===== config.mk =====
export PLATFORM = sky130hd
export DESIGN_NAME = alu_add_sequencer
export DESIGN_NICKNAME = d
export VERILOG_FILES = /design/src/rtl/alu_pkg.sv /design/src/rtl/carry_lookahead_adder.sv /design/src/rtl/alu_add_sequencer.sv
export SDC_FILE = /design/constraint.sdc
export NUM_CORES = 1
export LEC_CHECK = 0
export BUFFER_PORTS_ARGS = -buffer_cell sky130_fd_sc_hd__buf_2
export CORE_MARGIN = 2
export CORE_UTILIZATION = 30
export CTS_BUF_LIST = sky130_fd_sc_hd__clkbuf_8
export DETAILED_ROUTE_END_ITERATION = 10
export GPL_ROUTABILITY_DRIVEN = 0
export PLACE_DENSITY = 0.59
export SLEW_MARGIN = 20
export SYNTH_ARGS = -nofsm -noshare
export SYNTH_HDL_FRONTEND = slang
export SYNTH_SLANG_ARGS = --single-unit

===== constraint.sdc =====
create_clock -name i_clk -period 3.1 [get_ports i_clk]
set_input_delay 0 -clock i_clk [delete_from_list [all_inputs] [get_ports i_clk]]
set_output_delay 0 -clock i_clk [all_outputs]
set_load 0.05 [all_outputs]

===== src/rtl/alu_pkg.sv =====
// Shared ALU types: add/sub opcode encoding and sequencer state encoding.
// Latency: n/a (types only).
// Backpressure: n/a.
package alu_pkg;

   typedef enum logic {
      OP_ADD = 1'b0,
      OP_SUB = 1'b1
   } op_e;

   typedef enum logic [1:0] {
      IDLE = 2'd0,
      RUN  = 2'd1,
      DONE = 2'd2
   } state_e;

endpackage


===== src/rtl/carry_lookahead_adder.sv =====
// Purpose: one bits-wide carry-lookahead adder slice (a + b + cin).
// Latency: combinational.
// Backpressure: none.
// Ports: a, b (bits) operands; cin carry-in; sum (bits) result; cout carry out of the top bit.
module carry_lookahead_adder #(
   parameter int bits = 8
) (
   input  logic [bits-1:0] a,
   input  logic [bits-1:0] b,
   input  logic            cin,
   output logic [bits-1:0] sum,
   output logic            cout
);

   logic [bits-1:0] g;
   logic [bits-1:0] p;
   logic [bits:0]   c;

   assign g = a & b;
   assign p = a ^ b;

   // Each carry is built as a flat sum of generate terms gated by the
   // propagate chain below them, so no carry depends on another carry.
   always_comb begin
      logic term_c;
      logic prod;
      c    = '0;
      c[0] = cin;
      for (int i = 0; i < bits; i++) begin
         term_c = g[i];
         prod   = p[i];
         for (int j = i - 1; j >= 0; j--) begin
            term_c = term_c | (prod & g[j]);
            prod   = prod & p[j];
         end
         c[i+1] = term_c | (prod & cin);
      end
   end

   assign sum  = p ^ c[bits-1:0];
   assign cout = c[bits];

endmodule


===== src/rtl/alu_add_sequencer.sv =====
// Purpose: multi-precision add/sub stepping one shared BITS-wide CLA slice over WORDS slices, LSB first.
// Latency: o_valid rises WORDS cycles after the accepting edge; one slice per cycle.
// Backpressure: o_ready only in IDLE; result and flags held in DONE until i_ready; i_valid ignored while busy.
// Ports: i_clk/i_rst_n clock and async active-low reset; i_valid/o_ready request handshake with
//        i_op (0 add, 1 sub), i_cin (add only), i_a/i_b operands; o_valid/i_ready result handshake with
//        o_result, o_cout (sub: 1 = no borrow), o_overflow (signed), o_zero.
module alu_add_sequencer
   import alu_pkg::*;
#(
   parameter int BITS  = 8,
   parameter int WORDS = 4
) (
   input  logic                  i_clk,
   input  logic                  i_rst_n,
   input  logic                  i_valid,
   output logic                  o_ready,
   input  logic                  i_op,
   input  logic                  i_cin,
   input  logic [BITS*WORDS-1:0] i_a,
   input  logic [BITS*WORDS-1:0] i_b,
   output logic                  o_valid,
   input  logic                  i_ready,
   output logic [BITS*WORDS-1:0] o_result,
   output logic                  o_cout,
   output logic                  o_overflow,
   output logic                  o_zero
);

   localparam int W  = BITS * WORDS;
   localparam int CW = (WORDS > 1) ? $clog2(WORDS) : 1;

   state_e         state;
   logic [W-1:0]   a_q;
   logic [W-1:0]   b_q;      // already inverted for SUB
   logic           carry_q;
   logic [CW-1:0]  cnt;

   logic [BITS-1:0] a_sl;
   logic [BITS-1:0] b_sl;
   logic [BITS-1:0] sum_sl;
   logic            cout_sl;
   logic [W-1:0]    res_next;
   logic            last_slice;

   // Slice select and result-slice merge use constant part-selects under a
   // compare on cnt, which keeps the mux shallow and the indexing in range.
   always_comb begin
      a_sl     = '0;
      b_sl     = '0;
      res_next = o_result;
      for (int i = 0; i < WORDS; i++) begin
         if (cnt == CW'(i)) begin
            a_sl = a_q[i*BITS +: BITS];
            b_sl = b_q[i*BITS +: BITS];
            res_next[i*BITS +: BITS] = sum_sl;
         end
      end
   end

   assign last_slice = (cnt == CW'(WORDS - 1));

   carry_lookahead_adder #(.bits(BITS)) u_cla (
      .a    (a_sl),
      .b    (b_sl),
      .cin  (carry_q),
      .sum  (sum_sl),
      .cout (cout_sl)
   );

   always_ff @(posedge i_clk or negedge i_rst_n) begin
      if (!i_rst_n) begin
         state      <= IDLE;
         o_ready    <= 1'b1;
         o_valid    <= 1'b0;
         o_result   <= '0;
         o_cout     <= 1'b0;
         o_overflow <= 1'b0;
         o_zero     <= 1'b0;
         a_q        <= '0;
         b_q        <= '0;
         carry_q    <= 1'b0;
         cnt        <= '0;
      end else begin
         case (state)
            IDLE: begin
               if (i_valid) begin
                  a_q     <= i_a;
                  // SUB is A + ~B + 1: invert B here and seed the carry with 1.
                  b_q     <= (op_e'(i_op) == OP_SUB) ? ~i_b : i_b;
                  carry_q <= (op_e'(i_op) == OP_SUB) ? 1'b1 : i_cin;
                  cnt     <= '0;
                  o_ready <= 1'b0;
                  state   <= RUN;
               end
            end
            RUN: begin
               o_result <= res_next;
               carry_q  <= cout_sl;
               if (last_slice) begin
                  o_cout     <= cout_sl;
                  // b_q already holds B' so this is the plain same-sign rule.
                  o_overflow <= (a_q[W-1] == b_q[W-1]) && (res_next[W-1] != a_q[W-1]);
                  o_zero     <= ~|res_next;
                  o_valid    <= 1'b1;
                  cnt        <= '0;
                  state      <= DONE;
               end else begin
                  cnt <= cnt + 1'b1;
               end
            end
            DONE: begin
               if (i_ready) begin
                  o_valid <= 1'b0;
                  o_ready <= 1'b1;
                  state   <= IDLE;
               end
            end
            default: begin
               o_valid <= 1'b0;
               o_ready <= 1'b1;
               state   <= IDLE;
            end
         endcase
      end
   end

endmodule

==> results.json, run 1 <==
{
  "grt_pass1_vias": 4718,
  "vdd.ir_drop.worst_v": 0.000726,
  "worstPathMaxFanout": 15,
  "wl_per_cell_um": 14.5,
  "setup_viol": 1,
  "drc": 0,
  "synth_top_cell_area_share": 0.487,
  "core.rowCount": 49,
  "hold_ws_ps": 130,
  "seqCellArea_mm2": 0.00266,
  "maxSlewViolCount": 0,
  "total_power_mw": 9.71,
  "vias_per_cell": 4.51,
  "area_growth_pct": 41.1,
  "wirelength_mm": 15.2,
  "yosysUniqueCellTypes": 51,
  "max_freq_mhz": 314,
  "ys_top_cells_by_count": "186 x nand2_1, 105 x dfrtp_1, 86 x o21ai_0",
  "cts_tree": "built",
  "tightest_slew_ps": 924,
  "crit_buf_inv": 3,
  "dp_hpwl_mm": 10.6,
  "hold_viol_final": 0,
  "skew_ps": 8.89,
  "drtIter0Drc": 249,
  "via_count": 4740,
  "rsz0062_at_grt": "true",
  "syn_nets": 701,
  "slowest_stage": "dfrtp_1",
  "synth-edff-count": 0,
  "endpoint_kind": "flop",
  "syn_area_mm2": 0.00539,
  "core_mm2": 0.0178,
  "cp_cell_sequence": "inv_2 -> ha_4 -> inv_6 -> and3_1 -> a21oi_2 -> nor2_4 -> a21oi_1 -> o21ai_1 -> ha_1 -> buf_6 -> nand3_2 -> o2111ai_4 -> xnor2_2 -> nor2_1 -> o2bb2a_2 -> nor4b_2 -> a32o_1",
  "cellLeakagePower_nw": 3.63,
  "nFillCells": 1763,
  "criticalPathCategory": "flop to flop",
  "cp_top_family": "compound AO/OA/AOI/OAI gates",
  "root_buffer": "clkbuf_8",
  "hp-class": "input port to flop",
  "antennaDiodeCount": 0,
  "fin_ws_ps": -86.9,
  "clockBufferDepth": 2,
  "pre_cts_ws_ps": -223,
  "overflow": 0,
  "groute.usage.overall": 0.161,
  "dieHeight_um": 138,
  "crit_path_max_incr_delay_ps": 400,
  "die_x_um": 138,
  "layout.nets": 900,
  "ios": 107,
  "start_util": 0.303,
  "power.density_mw_per_mm2": 1280,
  "ys_dominant_reg_cell": "dfrtp_1",
  "maxCapViolCount": 0,
  "grt_max_degree": 57,
  "wl_met1_mm": 7.26,
  "critPathRequiredTime_ps": 3440,
  "synth.avg_cell_area_um2": 8.74,
  "synth_cells": 617,
  "status": "finished with violations",
  "route.met3.wl_um": 567,
  "fin_crit_sh": 1.03,
  "clkLatencyLatePin_ps": 400,
  "io_buffers": 106,
  "worstSetupStartpointType": "flop",
  "drive_gt1_frac": 0.275,
  "synthTopCellsByArea": "dfrtp_1 49%, nand2_1 13%, o21ai_0 8.0%",
  "synth_seq_area_share": 0.492,
  "ys_ff_latch": 106,
  "h-tree-depth": 3,
  "asyncSetResetFlopFracSynth": 1.00,
  "grt_pass1_wl_mm": 24.4,
  "yosysMostFrequentCell": "nand2_1",
  "arrival_ps": 3530,
  "post-route-util": 0.428,
  "antenna_found_initial": 0,
  "yosysWarningCount": 0,
  "wl_met2_mm": 7.12,
  "drtPass1Iterations": 4,
  "max_slew_margin": 0.384,
  "clock-sinks": 106,
  "synth_top_area_cell": "dfrtp_1",
  "violations": "negative setup slack",
  "multiInputGateArea_mm2": 0.00273,
  "postRouteAntennaNets": 0,
  "final_cells": 1050,
  "period_needed_ps": 3190,
  "dieArea_mm2": 0.0191,
  "clkTransAtPathRegs_ps": 100,
  "cts-buffers-inserted": 9,
  "post-place-cells": 957,
  "r2r_slack_ps": -90,
  "dr.max_layer_used": "met4"
}
==> tightest hold or removal path, stage by stage <==
cell and delay (ps):
buf_2 100, nand2b_1 110, nor2_2 150, nand2_1 100, nand2_1 40
==> per-stage QoR <==
| step | setup TNS, ps | instance area [um2] |
|---|---|---|
| global route | -694 | 7600 |
| finish | -86.9 | 7600 |
| CTS | -87.7 | 7550 |
| detailed placement | -388 | 6470 |
| global placement | -365 | 6470 |
| floorplan | -37.9 | 5470 |
==> repair_timing <==
item | 4_1_cts | 5_1_grt
buffers inserted | 6 | 1
pin swaps | 20 | 10
hold endpoints to repair | 122 | 0
resized for setup | 32 | 17
setup endpoints to repair | 10 | 9
hold buffers | 68 | 0
cloned | 2 | 0
==> sequential cells by signal, summed over array words and instances, names as in the netlist <==
register	cells
carry_q	1
o_result	32
cnt	2
b_q	32
o_zero	1
o_overflow	1
o_ready	1
o_valid	1
o_cout	1
a_q	32
state	2
==> per-layer routing <==
metal  GRT usage  vias to the layer above
li1            -                     2459
met1       0.214                     2160
met2       0.266                      100
met3      0.0343                       21
met4      0.0446                        0
met5           0                        -
==> final timing paths <==
check | to | cells past startpoint | from
worst max-delay path | o_zero | 17 | cnt[1]
worst min-delay path | a_q[28] | 5 | i_valid
min in group asynchronous | o_result[31] | 2 | i_rst_n
max in group asynchronous | a_q[24] | 3 | i_rst_n
worst max register to register | o_zero | 17 | cnt[1]
worst min register to register | a_q[7] | 2 | a_q[7]
==> cell usage in the layout (no fill, tap or decap), types with 11 or more instances in the layout <==
| master | Yosys | final |
|---|---|---|
| a21oi_1 | 42 | 32 |
| xnor2_1 | 32 | 32 |
| o21ai_1 | 1 | 11 |
| nand2_1 | 186 | 186 |
| buf_2 | 0 | 105 |
| dfrtp_1 | 105 | 104 |
| buf_4 | 0 | 41 |
| nor2_1 | 29 | 24 |
| a21oi_2 | 2 | 11 |
| o21ai_0 | 86 | 74 |
| dlygate4sd3_1 | 0 | 68 |
| and3_1 | 18 | 16 |
==> area by class of cell <==
cell class / instances / area share
clock inverters: 6 / 0.00609
multi-input cells: 467 / 0.359
flip-flops and latches: 106 / 0.349
inverters: 7 / 0.00411
well taps: 229 / 0.0377
clock buffers: 10 / 0.0181
repair buffers: 225 / 0.226
==> power by group <==
group          internal [mW]  total, mW  switching, mW
sequential              2.02       2.47          0.447
combinational           2.79       6.40           3.61
clock                  0.323      0.840          0.517
==> cell families after synthesis <==
| family | count (synthesis) | synth area share |
|---|---|---|
| fa+ha+maj | 14 | 0.0339 |
| buf+inv | 44 | 0.0320 |
| flops | 106 | 0.492 |
| compound gates | 152 | 0.163 |
| simple gates | 262 | 0.206 |
| xor+xnor | 38 | 0.0708 |
| mux | 1 | 0.00209 |
Power figures use the tool's default switching activity.
==> inputs of run 2 (changes only) <==
Settings changed: ABC_AREA from default to 1.
Clock period 3.1 ns to 2.6 ns, I/O delays scaled along.
==> results.json, run 2 <==
{
  "maxCapViolCount": 0,
  "violations": "negative setup slack",
  "synth.avg_cell_area_um2": 7.57,
  "h-tree-depth": 3,
  "final_cell_mix": "252 x nand2_1, 105 x buf_2, 104 x dfrtp_1",
  "syn_nets": 853,
  "drtPass1Iterations": 4,
  "yosysWarningCount": 0,
  "root_buffer": "clkbuf_8",
  "final_common_cell": "nand2_1",
  "postRouteAntennaNets": 0,
  "synthTopCellsByArea": "dfrtp_1 45%, nand2_1 18%, o21ai_0 6.6%",
  "setup_viol": 20,
  "start_util": 0.308,
  "ys_top_cells_by_count": "286 x nand2_1, 105 x dfrtp_1, 77 x o21ai_0",
  "crit_path_start": "cnt[1]",
  "drtIter0Drc": 272,
  "cts-buffers-inserted": 9,
  "drc": 0,
  "nFillCells": 1869,
  "clkTransAtPathRegs_ps": 100,
  "grt_max_degree": 98,
  "via_count": 5839,
  "antennaDiodeCount": 0,
  "dieHeight_um": 143,
  "worstPathMaxFanout": 9,
  "io_buffers": 106,
  "grt_use_met3": 0.0342,
  "r2r_start": "cnt[1]",
  "drive_gt1_frac": 0.354,
  "yosysUniqueCellTypes": 31,
  "synth_top_cell_area_share": 0.452,
  "ys_dominant_reg_cell": "dfrtp_1",
  "max_slew_margin": 0.363,
  "vias_per_cell": 4.61,
  "synth_top_area_cell": "dfrtp_1",
  "wl_per_cell_um": 14.6,
  "hold_viol_final": 0,
  "skew_ps": 12.3,
  "ios": 107,
  "grt_pass1_vias": 5579,
  "status": "finished with violations",
  "layout.nets": 1086,
  "asyncSetResetFlopFracSynth": 1.00,
  "area_growth_pct": 50.5,
  "rr_worst_depth": 23,
  "rsz0062_at_grt": "true",
  "worstSetupStartpointType": "flop",
  "groute.usage.overall": 0.179,
  "endpoint_kind": "flop",
  "clock-sinks": 106,
  "reg.largest.list": "a_q x32, b_q x32, o_result x32",
  "grt_use_met1": 0.239,
  "clkLatencyLatePin_ps": 400,
  "overflow": 0,
  "grt_pass1_wl_mm": 28.4,
  "synth_cells": 769,
  "die_x_um": 143,
  "top_usage_layer": "met2",
  "critPathRequiredTime_ps": 2930,
  "max_freq_mhz": 342,
  "fin_crit_sh": 1.13,
  "maxSlewViolCount": 0,
  "criticalPathCategory": "flop to flop",
  "clockBufferDepth": 2,
  "dp_hpwl_mm": 12.8,
  "wirelength_mm": 18.5,
  "core.rowCount": 50,
  "ys_ff_latch": 106,
  "synth-edff-count": 0,
  "antenna_found_initial": 0,
  "period_needed_ps": 2930,
  "tightest_slew_ps": 956,
  "fin_ws_ps": -328,
  "core_mm2": 0.0189,
  "hold_ws_ps": 192,
  "dieArea_mm2": 0.0205,
  "hp-class": "input port to asynchronous set/reset pin",
  "syn_area_mm2": 0.00582,
  "arrival_ps": 3260,
  "synth_seq_area_share": 0.456,
  "yosysMostFrequentCell": "nand2_1",
  "met2_usage": 0.296,
  "cts_tree": "built"
}
run 2: cell count changes in the layout (fill, tap and decap cells not counted), sizes merged, moves of 5 or more:
cell | before | now
nor2 | 29 | 44
a31oi | 1 | 6
or2 | 1 | 12
nor3 | 6 | 0
inv | 10 | 41
a21oi | 44 | 26
xnor2 | 37 | 32
nand3 | 5 | 64
nand2 | 187 | 294
buf | 155 | 194
nor4 | 5 | 0
o211ai | 1 | 6
o21ai | 88 | 78
and3 | 18 | 0
run 2: cell families (layout without fill, tap and decap cells):
logic type,after synthesis,count (layout),share of synthesized area
and+or+nand+nor,416,416,0.296
xor gates and xnor gates,32,32,0.0482
adders and majority gates,14,14,0.0314
AOI/OAI and AO/OA,121,121,0.111
buffers and inverters,80,318,0.0576
DFF,106,106,0.456
run 2: worst max-delay path: stages, from the launching register on:
cell,delay [ps]
dfrtp_1,430
buf_6,130
ha_4,170
buf_12,140
a21oi_4,160
o31ai_4,80
o21a_1,120
buf_4,140
buf_6,110
ha_4,280
nand2_1,60
nor2_1,120
nand2_1,60
nand2_1,70
nand2_2,80
nand2_2,100
nand2_2,70
nand3_2,90
nand2_1,70
nor2_1,90
nand2_1,60
nor2_1,90
nand3_1,80
nand2_1,60
run 2: final timing paths:
kind	end	slack, ps
max in group asynchronous	o_ready	1640
hold reg to reg	o_ready	480
setup / recovery	o_zero	-330
setup reg to reg	o_zero	-330
min in group i_clk	state[0]	300
hold / removal	o_result[9]	190
run 2: per-stage QoR:
step / setup slack [ps] / cells / utilization / cell area (um2) / TNS, ps
2_1_floorplan: -258 / 769 / - / 5930 / -394
3_3_place_gp: -407 / 1163 / 0.375 / 7080 / -3690
3_5_place_dp: -440 / 1163 / 0.375 / 7080 / -5040
4_1_cts: -283 / 1257 / 0.438 / 8280 / -1230
5_1_grt: -518 / 1267 / 0.464 / 8760 / -4950
6_report: -328 / 1267 / 0.464 / 8760 / -1890
run 2: area by class of cell:
cell class                      count  area, um2  area share
Inverter                           41        173      0.0197
Tap cell                          260        325      0.0371
Sequential cell                   106       2660       0.303
Clock inverter                      6       42.5     0.00486
Timing Repair Buffer              261       1960       0.224
Clock buffer                       10        138      0.0157
Multi-Input combinational cell    583       3470       0.396
run 2: what timing repair did:
item	in CTS	in global routing
resized for setup	77	109
pin swaps	47	37
hold endpoints to repair	119	0
hold buffers	67	0
setup buffers	12	11
setup endpoints to repair	28	28
run 2: layer usage:
layer	vias to the layer above	part of all wire	routed length (um)
li1	2945	-	-
met1	2736	0.46	8440
met2	135	0.49	8990
met3	23	0.038	708
met4	0	0.017	321
met5	-	0	0
Power of run 2 is left out: the tool's default activity adds up to more than one toggle a clock period on the data nets, which glitch-free logic cannot reach.
